## src/rtl/rr_arbiter3_atc.sv

```systemverilog
// Three-way round-robin arbiter (A, B, C) with access-time control: a held grant
// is pre-empted after acc_time cycles when another processor is waiting.
module rr_arbiter3_atc #(
  parameter int TW      = 4,
  parameter int ACC_DEF = 4
) (
  input  logic          clk,
  input  logic          reset_n,
  input  logic          req_a,
  input  logic          req_b,
  input  logic          req_c,
  input  logic          acc_load,
  input  logic [TW-1:0] acc_val,
  output logic          gnt_a,
  output logic          gnt_b,
  output logic          gnt_c,
  output logic          busy,
  output logic          expire,
  output logic [TW-1:0] acc_time
);

  typedef enum logic [1:0] {IDLE, GNT_A, GNT_B, GNT_C} state_t;

  localparam logic [TW-1:0] ONE     = TW'(1);
  localparam logic [TW-1:0] ACC_RST = TW'(ACC_DEF);

  state_t        state, state_nxt;
  logic [1:0]    ptr, ptr_nxt;
  logic [1:0]    cur;
  logic [TW-1:0] timer, timer_nxt;
  logic [TW-1:0] pending_acc;
  logic [TW-1:0] eff_acc;
  logic [2:0]    req, own, sel;
  logic          enter, expire_nxt;

  function automatic logic [1:0] inc3(input logic [1:0] x);
    return (x == 2'd2) ? 2'd0 : x + 2'd1;
  endfunction

  // First requester strictly after 'after' in A->B->C->A order; bit 2 = found.
  function automatic logic [2:0] pick_next(input logic [1:0] after, input logic [2:0] r);
    logic [1:0] idx;
    logic [2:0] res;
    idx = after;
    res = 3'b000;
    for (int k = 0; k < 3; k++) begin
      idx = inc3(idx);
      if (!res[2] && r[idx]) res = {1'b1, idx};
    end
    return res;
  endfunction

  function automatic state_t gnt_state(input logic [1:0] idx);
    state_t s;
    case (idx)
      2'd0:    s = GNT_A;
      2'd1:    s = GNT_B;
      default: s = GNT_C;
    endcase
    return s;
  endfunction

  assign req     = {req_c, req_b, req_a};
  assign eff_acc = (acc_time == '0) ? ONE : acc_time;

  always_comb begin
    state_nxt  = state;
    ptr_nxt    = ptr;
    timer_nxt  = timer;
    expire_nxt = 1'b0;
    enter      = 1'b0;
    sel        = 3'b000;
    case (state)
      GNT_A:   cur = 2'd0;
      GNT_B:   cur = 2'd1;
      GNT_C:   cur = 2'd2;
      default: cur = ptr;
    endcase
    own = 3'b001 << cur;

    if (state == IDLE) begin
      sel = pick_next(ptr, req);
      if (sel[2]) begin
        state_nxt = gnt_state(sel[1:0]);
        timer_nxt = '0;
        enter     = 1'b1;
      end
    end else begin
      sel = pick_next(cur, req & ~own);
      if (!req[cur]) begin
        // Release hands straight to the next waiter, no idle bubble.
        state_nxt = sel[2] ? gnt_state(sel[1:0]) : IDLE;
        ptr_nxt   = cur;
        timer_nxt = '0;
        enter     = 1'b1;
      end else if (timer == eff_acc - ONE) begin
        timer_nxt = '0;
        if (sel[2]) begin
          state_nxt  = gnt_state(sel[1:0]);
          ptr_nxt    = cur;
          expire_nxt = 1'b1;
          enter      = 1'b1;
        end
      end else begin
        timer_nxt = timer + ONE;
      end
    end
  end

  always_ff @(posedge clk or negedge reset_n) begin
    if (!reset_n) begin
      state       <= IDLE;
      ptr         <= 2'd2;
      timer       <= '0;
      expire      <= 1'b0;
      acc_time    <= ACC_RST;
      pending_acc <= ACC_RST;
    end else begin
      state  <= state_nxt;
      ptr    <= ptr_nxt;
      timer  <= timer_nxt;
      expire <= expire_nxt;
      if (acc_load) pending_acc <= acc_val;
      // A running slot keeps its limit; new value takes effect on slot/idle entry.
      if (state == IDLE || enter) acc_time <= acc_load ? acc_val : pending_acc;
    end
  end

  assign gnt_a = (state == GNT_A);
  assign gnt_b = (state == GNT_B);
  assign gnt_c = (state == GNT_C);
  assign busy  = gnt_a | gnt_b | gnt_c;

endmodule

```

## config.mk

```make
export PLATFORM = sky130hd
export DESIGN_NAME = rr_arbiter3_atc
export DESIGN_NICKNAME = d
export VERILOG_FILES = /design/src/rtl/rr_arbiter3_atc.sv
export SDC_FILE = /design/constraint.sdc
export NUM_CORES = 1
export LEC_CHECK = 0
export ABC_AREA = 1
export ABC_CLOCK_PERIOD_IN_PS = 2500
export BUFFER_PORTS_ARGS = -buffer_cell sky130_fd_sc_hd__buf_2
export CAP_MARGIN = 10
export CORE_ASPECT_RATIO = 0.8
export CORE_MARGIN = 2
export CORE_UTILIZATION = 40
export DETAILED_ROUTE_END_ITERATION = 8
export PLACE_DENSITY_LB_ADDON = 0.3
export SLEW_MARGIN = 40
export SYNTH_ARGS = -nofsm -noshare
export SYNTH_HDL_FRONTEND = slang
export SYNTH_SLANG_ARGS = --single-unit
```

## constraint.sdc

```tcl
create_clock -name clk -period 2.5 [get_ports clk]
set_input_delay 0.25 -clock clk [delete_from_list [all_inputs] [get_ports clk]]
set_output_delay 0.25 -clock clk [all_outputs]
set_load 0.03 [all_outputs]
```

Word-level counts from Yosys, hierarchy flattened. Cells that the tools add are included.

Word-level logic and storage cells: 116. Memories: 0. Bits in read-only memories: 0. Output and inout bits: 9. Register bits: 17. RAM bits: 0. Latch bits: 0. Input bits: 10.

Eq/ne operators: 17. Shift-type cells: 1. Div/mod/pow operators: 0. Add/sub/neg operators: 8. $lt $le $gt $ge: 7. Reductions and logical operators: 15. $mul: 0. Bitwise logic cells: 5. Multiplexer cells: 57.

Operator list (count): $mux 3 (12); $mux 2 (15); $mux 4 (6); $lt 2x3->1 const B (7); $eq 2x2->1 const B (8); $bmux 1 s2 (7); $mux 1 (14); $add 2x1->2 const B (6); $pmux 2 s2 (2); $eq 2x1->1 const B (3); $logic_not 2->1 (3); $pmux 2 s3 (1); $reduce_and 3->1 (2); $add 4x1->4 const B (1); $eq 4x4->1 (1); $logic_and 1x1->1 (4); $logic_not 1->1 (4); $logic_not 4->1 (1); $ne 2x1->1 const B (2); $sub 4x1->4 const B (1); $and 3x3->3 (1); $ne 3x2->1 const B (1); $ne 3x3->1 const B (1); $not 3->3 (1); 5 further kinds (6).

Logic depth before layout (Yosys ltp).
Word-level depth: 23. Depth in mapped cells: 17.

Worst setup path before layout. Ideal clock, no wire load.

Path type: flip-flop to flip-flop. Start: register acc_time[0]. End: register ptr[0]. Arrival time: 1.951 ns. Clock period less this slack: 2.077 ns. Setup slack: 0.423 ns. Setup time: 0.127 ns. Required time: 2.373 ns. Stages on the path, launching flop included: 14. Cells stage by stage: dfrtp_1 nor2_1 nand2_1 nand2_1 inv_1 ha_1 xor2_1 nand3_1 nor2_1 inv_1 a21oi_1 o21ai_2 nand2_1 o21ai_0.

Word-level cells in the longest chain between the ends: 6.

Ends and longest elaborated chain: from (decl) (line 19) `output logic [TW-1:0] acc_time`; from (signal assigned) (line 125) `if (state == IDLE || enter) acc_time <= acc_load ? acc_val : pending_acc;`; $logic_not 4->1 (line 64) `assign eff_acc = (acc_time == '0) ? ONE : acc_time;`; $mux 4 (*) (line 64); $sub 4x1->4 (*) (line 96) `end else if (timer == eff_acc - ONE) begin`; $eq 4x4->1 (*) (line 96); $ne 2x1->1 (no source line) (*); $reduce_and 3->1 (no source line) (*); to (signal assigned) (line 120) `ptr <= ptr_nxt;`; to (decl) (line 28) `logic [1:0] ptr, ptr_nxt;`.

Every way passes the cells marked *; elsewhere a longest branch is shown, timed or not. A chain may end at the register's enable or synchronous reset.

Worst setup path after layout.
Start: register acc_time[0]. End: register state[0].

Word-level cells in the longest chain between the ends: 6.

Ends and longest elaborated chain: $logic_not 4->1 (line 64); $mux 4 (*) (line 64); $sub 4x1->4 (*) (line 96); $eq 4x4->1 (*) (line 96); $ne 3x2->1 (no source line) (*); $reduce_and 3->1 (no source line) (*); to (signal assigned) (line 119) `state <= state_nxt;`; to (decl) (line 27) `state_t state, state_nxt;`.

Marked as above.

==> flow_summary.toml <==
[floorplanning]
rows = 18
design.die.area_um2 = 3640
io_pins = 19
dieHeight_um = 54.4
core_area_um2 = 3060
start_util = 0.414
die_w_um = 66.9

[clock_network]
htree_levels = 1
cts_tree = "yes"
cts.sinks = 17
cts-resized-gates = 0
clk_pin_slew_ns = 0.07
root_buffer = "clkbuf_8"
ctsHoldBuffers = 1
clk_path_buf_depth = 2
post_cts_buffers = 0
clkLatencyLatePin_ns = 0.26
cts_made_buffers = 3

[grt]
antenna_found_initial = 0
grt_usage = 0.163
grt_pass1_vias = 954
grt_pass1_wl_um = 4420
overflow = 0
grt_max_degree = 18

[synthesis]
synth_cell_types = 26
yosysWarnings = 0
synth-xor-area-share = 0.0207
synth_top_family_by_area = "simple AND/OR/NAND/NOR gates"
synth-compound-area-share = 0.0671
postSynthNetCount = 200
yosysTopAreaCellShare = 0.276
netlist_area_um2 = 1270
synth_cells = 188
synth_top_area_cell = "dfrtp_1"
synth_fa_ha_area_frac = 0.0197
ys_ff_latch = 17
synthSimpleGateAreaFrac = 0.428
ys_seq_area_frac = 0.339
avgSynthCellArea_um2 = 6.74
synth.area.top_cells = "dfrtp_1 (28%), nand2_1 (20%), inv_1 (7.4%)"
muxShareOfSynthArea = 0.0355

[power_and_ir_drop]
power_density_nw_per_um2 = 1540
total_power_mw = 2.24
max-vdd-ir-drop_uv = 812
p_leak_nw = 0.824

[timing]
slew_viol_final = 0
fmax_ghz = 0.470
rsz0062_at_grt = "false"
setup_viol = 0
finalHoldViolCount = 0
fin_crit_ns = 2.13
fin_crit_sh = 0.852
tightest_slew_ns = 0.371
slew_headroom = 0.753
fin_worst_skew_ns = 0.00695
fin_setup_tns_ns = 0

[finish]
final_cell_count_no_fill = 250
nets = 223
syn_to_final_growth_pct = 15.1
fin_util = 0.476
drive_above_1_share = 0.243
antenna_cells = 0

[detailed_routing]
drt_wl_total_um = 2640
dr.pass1.iters = 4
wl_per_cell_um = 10.5
drc = 0
via_per_inst = 4.59
antenna_left = 0
drtIter0Drc = 57
vias = 1147

[placement]
gp_congestion = 0.781
dp.cells = 245
portBuffers = 18
dp_hpwl_um = 2120

[job]
maxCapViolations = 0

[setup_path]
required_ns = 2.65
crit_chain = "nor2_1 -> nand2_1 -> nand2_1 -> inv_1 -> ha_1 -> xor2_1 -> nand3_1 -> nor2_1 -> nor2_4 -> nor2_2 -> nand2_1 -> nor2_1 -> a21oi_1"
startpoint_type = "register"
slowest_stage = "dfrtp_1"
critPathMaxStageDelay_ns = 0.39
critPathMaxFanout = 4
critical_path_class = "register to register"
arrival_ns = 2.28
critPathTopFamily = "simple AND/OR/NAND/NOR gates"
worstSetupEndpointType = "register"
critPathBufInv = 1

[hold_path]
hold_class = "input pin to register"

[run_status]
status = "finished, final reports clean"
-- synth_stat cells, drive strengths merged --
cell    number
a22o         1
nand4        1
buf          1
xor2         3
o21ai        9
nor2b        1
nor2        19
a211oi       1
nor3         1
mux2         4
dfstp        3
nand3       15
a21oi        4
ha           2
nand2       79
nand3b       1
dfrtp       14
inv         29
-- cell families (layout without fill, tap and decap cells) --
family / after synthesis / in the layout
DFF: 17 / 17
xor gates and xnor gates: 3 / 3
muxes: 4 / 4
adders and majority gates: 2 / 2
AOI/OAI and AO/OA: 15 / 15
buffers and inverters: 30 / 52
and+or+nand+nor: 117 / 117
-- placed cells by master (no fill, tap or decap) --
master and n:
nand2_1 69, inv_1 25, buf_2 18, nor2_1 14
nand3_1 14, dfrtp_1 14, nand2_2 8, o21ai_0 5
inv_2 4, mux2_2 4, a21oi_1 4, xor2_1 3
nor2_2 3, o21ai_1 3, dfstp_2 3, clkbuf_8 3
nand2_4 2, nor2_4 2, ha_1 2, nand3_2 1
nor3_1 1, o21ai_2 1, nand4_1 1, nand3b_4 1
a22o_1 1, nor2b_1 1, a211oi_1 1, clkinv_2 1
dlygate4sd3_1 1
-- registers in the layout (all words and copies together), names as in the netlist --
| name | count |
|---|---|
| acc_time | 4 |
| expire | 1 |
| state | 2 |
| pending_acc | 4 |
| timer | 4 |
| ptr | 2 |
-- area by class of cell --
cell class,count,area (um^2)
clock buffer,3,41.3
tap,40,50.0
sequential,17,429
fill,348,1600
timing repair buffer,19,100
multi-input combinational,141,724
clock inverter,1,5.00
inverter,29,109
-- through the flow --
| stage | setup slack, ns | hold WS, ns | cell area (um^2) |
|---|---|---|---|
| global route | 0.179 | 0.249 | 1460 |
| CTS | 0.374 | 0.243 | 1460 |
| global placement | 0.423 | 0.192 | 1400 |
| floorplan | 0.423 | -0.0456 | 1270 |
| finish | 0.371 | 0.242 | 1460 |
| detailed placement | 0.382 | 0.190 | 1400 |
-- metal layers --
metal,vias up,GRT usage,routed length [um]
met5,-,0,0
met2,11,0.230,1070
met3,2,0.0370,61
met1,507,0.253,1490
li1,627,-,-
met4,0,0.0306,8
-- worst paths after layout --
kind                                start             end  slack [ns]  cells after the start
setup / recovery              acc_time[0]        state[0]        0.37                     13
hold / removal                 acc_val[3]  pending_acc[3]        0.24                      2
setup reg to reg              acc_time[0]        state[0]        0.37                     13
hold reg to reg            pending_acc[0]  pending_acc[0]        0.50                      1
max in group asynchronous         reset_n          ptr[1]        1.75                      2
min in group asynchronous         reset_n     acc_time[0]        0.44                      2
-- report_power, final --
part           internal, mW  total (mW)  switching (mW)
sequential            0.392       0.502           0.110
clock                 0.111       0.207          0.0967
combinational         0.509        1.53            1.02
total                  1.01        2.24            1.23
No activity file was read; power rests on OpenSTA's default activity.
